**src/rtl/ctrl_pkg.sv**
```systemverilog
// Shared types and encodings for the multicycle ARM control unit:
// FSM states, ALU operations, mux selects and condition-code evaluation.
package ctrl_pkg;

  typedef enum logic [3:0] {
    S_FETCH, S_DECODE, S_MEMADR, S_MEMREAD, S_MEMWB,
    S_MEMWRITE, S_EXECUTER, S_EXECUTEI, S_ALUWB, S_BRANCH
  } state_e;

  typedef enum logic [2:0] {
    ALU_ADD = 3'b000, ALU_SUB = 3'b001, ALU_AND = 3'b010,
    ALU_ORR = 3'b011, ALU_EOR = 3'b100
  } alu_op_e;

  localparam logic [1:0] RES_ALUOUT = 2'b00, RES_DATA = 2'b01, RES_ALU = 2'b10;
  localparam logic [1:0] SRCB_RD2 = 2'b00, SRCB_IMM = 2'b01, SRCB_FOUR = 2'b10;
  localparam logic [1:0] OP_DP = 2'b00, OP_MEM = 2'b01, OP_BR = 2'b10;

  localparam logic [3:0] CMD_ADD = 4'b0100, CMD_SUB = 4'b0010, CMD_AND = 4'b0000,
                         CMD_ORR = 4'b1100, CMD_EOR = 4'b0001, CMD_CMP = 4'b1010,
                         CMD_TST = 4'b1000;

  localparam logic [3:0] COND_EQ = 4'b0000, COND_NE = 4'b0001, COND_CS = 4'b0010,
                         COND_CC = 4'b0011, COND_MI = 4'b0100, COND_PL = 4'b0101,
                         COND_VS = 4'b0110, COND_VC = 4'b0111, COND_HI = 4'b1000,
                         COND_LS = 4'b1001, COND_GE = 4'b1010, COND_LT = 4'b1011,
                         COND_GT = 4'b1100, COND_LE = 4'b1101;

  // nzcv is ordered {N,Z,C,V}; AL and the 1111 code both evaluate as always.
  function automatic logic cond_eval(input logic [3:0] cond, input logic [3:0] nzcv);
    logic n, z, c, v;
    {n, z, c, v} = nzcv;
    case (cond)
      COND_EQ: return z;
      COND_NE: return ~z;
      COND_CS: return c;
      COND_CC: return ~c;
      COND_MI: return n;
      COND_PL: return ~n;
      COND_VS: return v;
      COND_VC: return ~v;
      COND_HI: return c & ~z;
      COND_LS: return ~c | z;
      COND_GE: return n ~^ v;
      COND_LT: return n ^ v;
      COND_GT: return ~z & (n ~^ v);
      COND_LE: return z | (n ^ v);
      default: return 1'b1;
    endcase
  endfunction

endpackage

```
**src/rtl/multicycle_controlunit_if.sv**
```systemverilog
// Instruction/flag inputs and datapath strobes of the multicycle control unit.
// The master side is the control unit, the slave side is the datapath.
interface multicycle_controlunit_if #(parameter int ALUCTRL_W = 3);
    logic [31:0]          Instr;
    logic [3:0]           Flags;
    logic                 PCWrite;
    logic                 AdrSrc;
    logic                 MemWrite;
    logic                 IRWrite;
    logic [1:0]           ResultSrc;
    logic                 ALUSrcA;
    logic [1:0]           ALUSrcB;
    logic [ALUCTRL_W-1:0] ALUControl;
    logic [1:0]           ImmSrc;
    logic [1:0]           RegSrc;
    logic                 RegWrite;

    modport master (
        input  Instr, Flags,
        output PCWrite, AdrSrc, MemWrite, IRWrite, ResultSrc, ALUSrcA, ALUSrcB,
               ALUControl, ImmSrc, RegSrc, RegWrite
    );

    modport slave (
        output Instr, Flags,
        input  PCWrite, AdrSrc, MemWrite, IRWrite, ResultSrc, ALUSrcA, ALUSrcB,
               ALUControl, ImmSrc, RegSrc, RegWrite
    );
endinterface

```
**src/rtl/multicycle_controlunit_cond_unit.sv**
```systemverilog
// Holds the N,Z,C,V status register and evaluates the instruction condition
// against it; updates are gated by the instruction's own CondEx.
module cond_unit
    import ctrl_pkg::*;
(
    input  logic       clk,
    input  logic       rst_n,
    input  logic [3:0] Cond,
    input  logic [3:0] Flags,
    input  logic [1:0] FlagW,
    input  logic       flag_we,
    output logic       CondEx
);
    logic [3:0] flags_q, flags_d;

    assign CondEx = cond_eval(Cond, flags_q);

    always_comb begin
        // NOTE: assign a default before any condition so no latch is inferred.
        flags_d = flags_q;
        if (flag_we && CondEx) begin
            if (FlagW[1]) flags_d[3:2] = Flags[3:2];
            if (FlagW[0]) flags_d[1:0] = Flags[1:0];
        end
    end

    always_ff @(posedge clk or negedge rst_n) begin
        // NOTE: state registers use non-blocking assignments only.
        if (!rst_n) flags_q <= '0;
        else        flags_q <= flags_d;
    end
endmodule

```
**src/rtl/multicycle_controlunit.sv**
```systemverilog
// Moore FSM control unit for the multicycle ARM datapath with memory wait states.
// Define CTRL_CMP_TST_EN to decode CMP/TST (flag-only ops that skip ALUWB).
module multicycle_controlunit
    import ctrl_pkg::*;
#(
    parameter int ALUCTRL_W = 3,
    parameter int MEM_WAIT  = 0
) (
    input  logic                    clk,
    input  logic                    rst_n,
    multicycle_controlunit_if.master bus
);
`ifdef CTRL_CMP_TST_EN
    localparam bit CMP_TST_EN = 1'b1;
`else
    localparam bit CMP_TST_EN = 1'b0;
`endif
    localparam logic [3:0] WAIT_LAST = 4'(MEM_WAIT);

    state_e     state_q, state_d;
    logic [3:0] wait_q, wait_d;
    logic [1:0] op;
    logic [5:0] funct;
    logic [3:0] rd;
    logic       cond_ex;

    assign op    = bus.Instr[27:26];
    assign funct = bus.Instr[25:20];
    assign rd    = bus.Instr[15:12];

    // Data-processing decode; unknown codes fall back to ADD without flag write.
    alu_op_e    dp_op;
    logic [1:0] dp_flagw;
    logic       dp_no_wb;

    always_comb begin
        dp_op    = ALU_ADD;
        dp_flagw = 2'b00;
        dp_no_wb = 1'b0;
        case (funct[4:1])
            CMD_ADD: begin dp_op = ALU_ADD; dp_flagw = {2{funct[0]}};    end
            CMD_SUB: begin dp_op = ALU_SUB; dp_flagw = {2{funct[0]}};    end
            CMD_AND: begin dp_op = ALU_AND; dp_flagw = {funct[0], 1'b0}; end
            CMD_ORR: begin dp_op = ALU_ORR; dp_flagw = {funct[0], 1'b0}; end
            CMD_EOR: if (ALUCTRL_W >= 3) begin
                dp_op = ALU_EOR; dp_flagw = {funct[0], 1'b0};
            end
            CMD_CMP: if (CMP_TST_EN && funct[0]) begin
                dp_op = ALU_SUB; dp_flagw = 2'b11; dp_no_wb = 1'b1;
            end
            CMD_TST: if (CMP_TST_EN && funct[0]) begin
                dp_op = ALU_AND; dp_flagw = 2'b10; dp_no_wb = 1'b1;
            end
            default: ;
        endcase
    end

    always_comb begin
        state_d = state_q;
        wait_d  = '0;
        case (state_q)
            S_FETCH:
                if (wait_q == WAIT_LAST) state_d = S_DECODE;
                else                     wait_d  = wait_q + 4'd1;
            S_DECODE:
                case (op)
                    OP_MEM:  state_d = S_MEMADR;
                    OP_DP:   state_d = funct[5] ? S_EXECUTEI : S_EXECUTER;
                    OP_BR:   state_d = S_BRANCH;
                    default: state_d = S_FETCH;
                endcase
            S_MEMADR:  state_d = funct[0] ? S_MEMREAD : S_MEMWRITE;
            S_MEMREAD:
                if (wait_q == WAIT_LAST) state_d = S_MEMWB;
                else                     wait_d  = wait_q + 4'd1;
            S_EXECUTER, S_EXECUTEI: state_d = dp_no_wb ? S_FETCH : S_ALUWB;
            default:   state_d = S_FETCH;
        endcase
    end

    always_ff @(posedge clk or negedge rst_n) begin
        if (!rst_n) begin
            state_q <= S_FETCH;
            wait_q  <= '0;
        end else begin
            state_q <= state_d;
            wait_q  <= wait_d;
        end
    end

    logic       pc_upd, adr_src, mem_w, ir_write, alu_src_a, reg_w, branch, flag_we;
    logic [1:0] result_src, alu_src_b;
    alu_op_e    alu_sel;

    always_comb begin
        pc_upd = 1'b0; adr_src = 1'b0; mem_w = 1'b0; ir_write = 1'b0;
        alu_src_a = 1'b0; reg_w = 1'b0; branch = 1'b0; flag_we = 1'b0;
        result_src = RES_ALUOUT; alu_src_b = SRCB_RD2; alu_sel = ALU_ADD;
        case (state_q)
            S_FETCH: begin
                alu_src_a = 1'b1; alu_src_b = SRCB_FOUR; result_src = RES_ALU;
                ir_write  = (wait_q == WAIT_LAST);
                pc_upd    = (wait_q == WAIT_LAST);
            end
            S_DECODE: begin
                alu_src_a = 1'b1; alu_src_b = SRCB_FOUR; result_src = RES_ALU;
            end
            S_MEMADR:   alu_src_b = SRCB_IMM;
            S_MEMREAD:  adr_src = 1'b1;
            S_MEMWB:    begin result_src = RES_DATA; reg_w = 1'b1; end
            S_MEMWRITE: begin adr_src = 1'b1; mem_w = 1'b1; end
            S_EXECUTER: begin alu_src_b = SRCB_RD2; alu_sel = dp_op; flag_we = 1'b1; end
            S_EXECUTEI: begin alu_src_b = SRCB_IMM; alu_sel = dp_op; flag_we = 1'b1; end
            S_ALUWB:    begin result_src = RES_ALUOUT; reg_w = 1'b1; end
            S_BRANCH:   begin alu_src_b = SRCB_IMM; result_src = RES_ALU; branch = 1'b1; end
            default: ;
        endcase
    end

    cond_unit u_cond (
        .clk     (clk),
        .rst_n   (rst_n),
        .Cond    (bus.Instr[31:28]),
        .Flags   (bus.Flags),
        .FlagW   (dp_flagw),
        .flag_we (flag_we),
        .CondEx  (cond_ex)
    );

    // Strobes are forced low while reset is held so nothing writes mid-reset.
    assign bus.PCWrite    = rst_n & (pc_upd | ((branch | (reg_w & (rd == 4'hF))) & cond_ex));
    assign bus.IRWrite    = rst_n & ir_write;
    assign bus.RegWrite   = rst_n & reg_w & cond_ex;
    assign bus.MemWrite   = rst_n & mem_w & cond_ex;
    assign bus.AdrSrc     = adr_src;
    assign bus.ResultSrc  = result_src;
    assign bus.ALUSrcA    = alu_src_a;
    assign bus.ALUSrcB    = alu_src_b;
    assign bus.ALUControl = ALUCTRL_W'(alu_sel);
    assign bus.ImmSrc     = op;
    assign bus.RegSrc     = {(op == OP_MEM) & ~funct[0], (op == OP_BR)};
endmodule

```
**src/flat_wrapper.sv**
```systemverilog
// flat-port wrapper written by rule: the top's interface ports become plain ports
module multicycle_controlunit_flat import ctrl_pkg::*;
#(
    parameter int ALUCTRL_W = 3,
    parameter int MEM_WAIT  = 0
)
  (clk, rst_n, bus_Instr, bus_Flags, bus_PCWrite, bus_AdrSrc, bus_MemWrite, bus_IRWrite, bus_ResultSrc, bus_ALUSrcA, bus_ALUSrcB, bus_ALUControl, bus_ImmSrc, bus_RegSrc, bus_RegWrite);
  multicycle_controlunit_if #(.ALUCTRL_W(ALUCTRL_W)) bus_i ();
  input  logic clk;
  input  logic rst_n;
  input wire logic [$bits(bus_i.Instr)-1:0] bus_Instr;
  input wire logic [$bits(bus_i.Flags)-1:0] bus_Flags;
  output wire logic [$bits(bus_i.PCWrite)-1:0] bus_PCWrite;
  output wire logic [$bits(bus_i.AdrSrc)-1:0] bus_AdrSrc;
  output wire logic [$bits(bus_i.MemWrite)-1:0] bus_MemWrite;
  output wire logic [$bits(bus_i.IRWrite)-1:0] bus_IRWrite;
  output wire logic [$bits(bus_i.ResultSrc)-1:0] bus_ResultSrc;
  output wire logic [$bits(bus_i.ALUSrcA)-1:0] bus_ALUSrcA;
  output wire logic [$bits(bus_i.ALUSrcB)-1:0] bus_ALUSrcB;
  output wire logic [$bits(bus_i.ALUControl)-1:0] bus_ALUControl;
  output wire logic [$bits(bus_i.ImmSrc)-1:0] bus_ImmSrc;
  output wire logic [$bits(bus_i.RegSrc)-1:0] bus_RegSrc;
  output wire logic [$bits(bus_i.RegWrite)-1:0] bus_RegWrite;
  assign bus_i.Instr = bus_Instr;
  assign bus_i.Flags = bus_Flags;
  assign bus_PCWrite = bus_i.PCWrite;
  assign bus_AdrSrc = bus_i.AdrSrc;
  assign bus_MemWrite = bus_i.MemWrite;
  assign bus_IRWrite = bus_i.IRWrite;
  assign bus_ResultSrc = bus_i.ResultSrc;
  assign bus_ALUSrcA = bus_i.ALUSrcA;
  assign bus_ALUSrcB = bus_i.ALUSrcB;
  assign bus_ALUControl = bus_i.ALUControl;
  assign bus_ImmSrc = bus_i.ImmSrc;
  assign bus_RegSrc = bus_i.RegSrc;
  assign bus_RegWrite = bus_i.RegWrite;
  multicycle_controlunit #(.ALUCTRL_W(ALUCTRL_W), .MEM_WAIT(MEM_WAIT)) u_core (.clk(clk), .rst_n(rst_n), .bus(bus_i));
endmodule
```
**config.mk**
```make
export PLATFORM = sky130hd
export DESIGN_NAME = multicycle_controlunit_flat
export DESIGN_NICKNAME = d
export VERILOG_FILES = /design/src/rtl/ctrl_pkg.sv /design/src/rtl/multicycle_controlunit_if.sv /design/src/rtl/multicycle_controlunit_cond_unit.sv /design/src/rtl/multicycle_controlunit.sv /design/src/flat_wrapper.sv
export SDC_FILE = /design/constraint.sdc
export NUM_CORES = 1
export LEC_CHECK = 0
export CELL_PAD_IN_SITES_DETAIL_PLACEMENT = 1
export CELL_PAD_IN_SITES_GLOBAL_PLACEMENT = 1
export CORE_ASPECT_RATIO = 1.25
export CORE_UTILIZATION = 30
export DETAILED_ROUTE_END_ITERATION = 6
export PLACE_DENSITY_LB_ADDON = 0.1
export SYNTH_ARGS = -nofsm -noshare
export SYNTH_HDL_FRONTEND = slang
export SYNTH_HIERARCHICAL = 1
export SYNTH_SLANG_ARGS = --single-unit
```
**constraint.sdc**
```tcl
create_clock -name clk -period 7.5 [get_ports clk]
set_input_delay 1.5 -clock clk [delete_from_list [all_inputs] [get_ports clk]]
set_output_delay 1.5 -clock clk [all_outputs]
set_load 0.02 [all_outputs]
```
==> impl_metrics.csv <==
group,metric,value,unit
status,status,"finished clean",
sta,holdWs,0.485,ns
logic_synthesis,yosys_warnings,6,
sta,fin_worst_skew,0.00480,ns
critical_path,worstReg2RegEnd,"u_core/u_cond/flags_q[1]$_DFFE_PN0P_",
global_routing,grt_start_max_net_pins,15,
global_routing,antenna_found_initial,0,
critical_path,critPathMostFrequentCell,"clkdlybuf4s50_1",
critical_path,crit_fanout,6,
final_layout,final_common_cell,"clkdlybuf4s50_1",
critical_path,crit_required,6.00,ns
logic_synthesis,syn_avg_cell_area,8.74,µm²
floorplan,std_cell_rows,23,
min_path,hold_path.startpoint,"u_core/wait_q[0]$_DFF_PN0_",
critical_path,crit_buf_inv,2,
detailed_routing,met2_length,1590,µm
global_routing,grt_pass1_vias,1022,
global_routing,grt_pass1_wl,4410,µm
critical_path,path_cells,"clkdlybuf4s50_1 > mux2i_1 > mux2_4 > a211oi_4 > and2_2 > nand2_1 > a2111oi_0 > or3_1 > clkdlybuf4s50_1",
detailed_routing,first_pass_iters,4,
global_routing,track_usage,16.3,%
clock_tree,cts_max_level,1,
sta,hold_viol_final,0,
final_layout,diodes,0,
logic_synthesis,synthArstFlopShare,100,%
pwr,leakage,0.602,nW
logic_synthesis,yosysSeqAreaShare,28.9,%
detailed_routing,drc,0,
floorplan,initial_core_util,32.0,%
sta,fmax,168,MHz
sta,grt_setup_unrepaired,"no",
floorplan,core_region_area,0.00325,mm²
final_layout,drive_above_1_share,6.49,%
final_layout,nNetsFinal,196,
floorplan,chipHeight,67.8,µm
sta,tightest_slew,0.601,ns
logic_synthesis,syn-cell-area,0.00104,mm²
min_path,holdPathStages,1,
pwr,ir_drop,0.132,mV
sta,period_share,79.3,%
detailed_routing,wl_per_cell,14.0,µm
clock_tree,cts_tree,"done",
clock_tree,clock_path_buffers,2,
min_path,hold_end,"u_core/wait_q[0]$_DFF_PN0_",
critical_path,crit_path_start_kind,"input port",
clock_tree,cts-root-buf,"clkbuf_8",
clock_tree,postCtsHoldBufs,0,
min_path,hp-class,"reg -> reg",
final_layout,fillers,388,
final_layout,mostFrequentLayoutCells,"38 x clkdlybuf4s50_1, 12 x dfrtp_1, 11 x nor2_1",
sta,setup_viol,0,
flow_run,cap_violations,0,
critical_path,crit_family,"buffers and inverters",
detailed_routing,totalWireLength,2680,µm
floorplan,die-area,0.00371,mm²
sta,min_period,5.95,ns
detailed_routing,vias_per_cell,5.28,
logic_synthesis,syn_nets,159,
clock_tree,post_cts_buffers,0,
clock_tree,clock_latency,0.23,ns
floorplan,io_pins,55,
critical_path,r2r_slack,5.61,ns
logic_synthesis,ys_types,43,
critical_path,criticalPathCategory,"in -> out",
critical_path,reg2reg_depth,5,
placement,hpwl,2190,µm
clock_tree,cts_buffers,3,
logic_synthesis,synth_edf_count,0,
sta,final_max_slew_viol_count,0,
floorplan,fp.dieW,54.7,µm
logic_synthesis,synth-main-ff-cell,"dfrtp_1",
logic_synthesis,synthCells,119,
clock_tree,clock-sinks,12,
final_layout,multi_input_area,681,µm²
logic_synthesis,ys_ff_latch,12,
sta,tns,0,ns
critical_path,critPathSlowestCell,"clkdlybuf4s50_1",
global_routing,grt-ovfl-total,0,
detailed_routing,dr_wl_met3,81,µm
placement,portBuffers,38,
critical_path,critPathMaxStageDelay,0.60,ns
clock_tree,cts.clk_slew.worst_paths,0.05,ns
sta,max_slew_margin,59.8,%
clock_tree,cts_resized,0,
critical_path,r2r_start,"u_core/u_cond/flags_q[3]$_DFFE_PN0P_",
pwr,p_per_area,259,mW/mm²
critical_path,arrival,4.45,ns
detailed_routing,num_vias,1009,
detailed_routing,dr.first_iter.drc_count,5,
final_layout,ff_latch_area,300,µm²
detailed_routing,postRouteAntennaNets,0,
detailed_routing,dr.max_layer_used,"met4",
final_layout,area_growth,41.2,%
critical_path,worstSetupEndpointType,"output pin",
placement,place_congestion,0.693,
detailed_routing,wl_met1,996,µm
[synth_stat cells, drive strengths merged (2+ instances only)]
| library cell | instances | area share (%) |
|---|---|---|
| and3b | 2 | 1.7 |
| nor2 | 11 | 4.0 |
| nand3 | 4 | 1.9 |
| and3 | 2 | 1.2 |
| buf | 5 | 3.5 |
| mux2i | 4 | 3.9 |
| a211oi | 3 | 3.4 |
| mux2 | 5 | 5.8 |
| nand3b | 2 | 1.4 |
| a21oi | 5 | 2.4 |
| nor2b | 5 | 3.0 |
| xnor2 | 5 | 4.2 |
| nor3 | 6 | 2.9 |
| inv | 5 | 1.8 |
| ha | 2 | 2.4 |
| or2 | 3 | 2.0 |
| nor4 | 3 | 1.8 |
| dfrtp | 12 | 29 |
| nand4 | 3 | 1.8 |
| nand2 | 5 | 1.8 |
| nor3b | 3 | 2.2 |
| xor2 | 4 | 3.4 |
| nand2b | 5 | 3.0 |
[per-stage QoR]
stage / area, µm² / utilization, % / std cells / setup slack [ns] / total power, W
global placement: 1430 / 43.9 / 188 / 1.65 / 0.000322
detailed placement: 1430 / 43.9 / 188 / 1.53 / 0.000327
finish: 1470 / 45.1 / 191 / 1.55 / 0.000380
global route: 1470 / 45.1 / 191 / 1.38 / 0.000410
CTS: 1470 / 45.1 / 191 / 1.52 / 0.000386
floorplan: 1040 / - / 119 / 2.95 / 0.000242
[cells by family after synthesis]
logic type      share of synthesized area (%)
compound gates                           10.2
xor+xnor                                 7.58
fa+ha+maj                                2.41
buf+inv                                  5.66
flops                                    28.9
mux                                      9.63
simple gates                             35.6
[layout make-up]
cell class	count	area share (%)
multi-input cells	96	46.4
repair buffers	38	25.9
clock buffers	3	2.81
inverters	5	1.28
flip-flops and latches	12	20.5
well taps	37	3.15
[worst max path at each step]
stage / slack, ns / startpoint / to / depth (start not counted)
3_3_place_gp: 1.65 / bus_Instr[30] / bus_PCWrite / 9
4_1_cts: 1.52 / bus_Instr[30] / bus_PCWrite / 9
6_report: 1.55 / bus_Instr[30] / bus_PCWrite / 9
5_1_grt: 1.38 / bus_Instr[30] / bus_PCWrite / 9
2_1_floorplan: 2.95 / bus_Instr[30] / bus_RegWrite / 6
3_5_place_dp: 1.53 / bus_Instr[30] / bus_PCWrite / 9
[flip-flops by register name, indices dropped and copies added (netlist names)]
register	count
u_core/state_q	4
u_core/u_cond/flags_q	4
u_core/wait_q	4
[metal layers]
layer | GRT usage (%) | up-vias
met5 | 0 | -
met4 | 3.85 | 0
met3 | 2.67 | 2
met2 | 32.8 | 13
met1 | 16.4 | 500
li1 | - | 494
[where the power goes]
| part | internal, W | switching [W] |
|---|---|---|
| logic | 0.000108 | 0.000106 |
| registers | 0.0000776 | 0.0000303 |
| clock network | 0.0000353 | 0.0000220 |
| total | 0.000221 | 0.000159 |
[worst register-to-register path: cells and delay by family (launching register included)]
kind	cells	cell delay [ns]
AOI/OAI and AO/OA	1	0.24
and+or+nand+nor	1	0.19
DFF	1	0.40
muxes	3	0.93
Note: power is estimated with default switching activity, not from simulation.
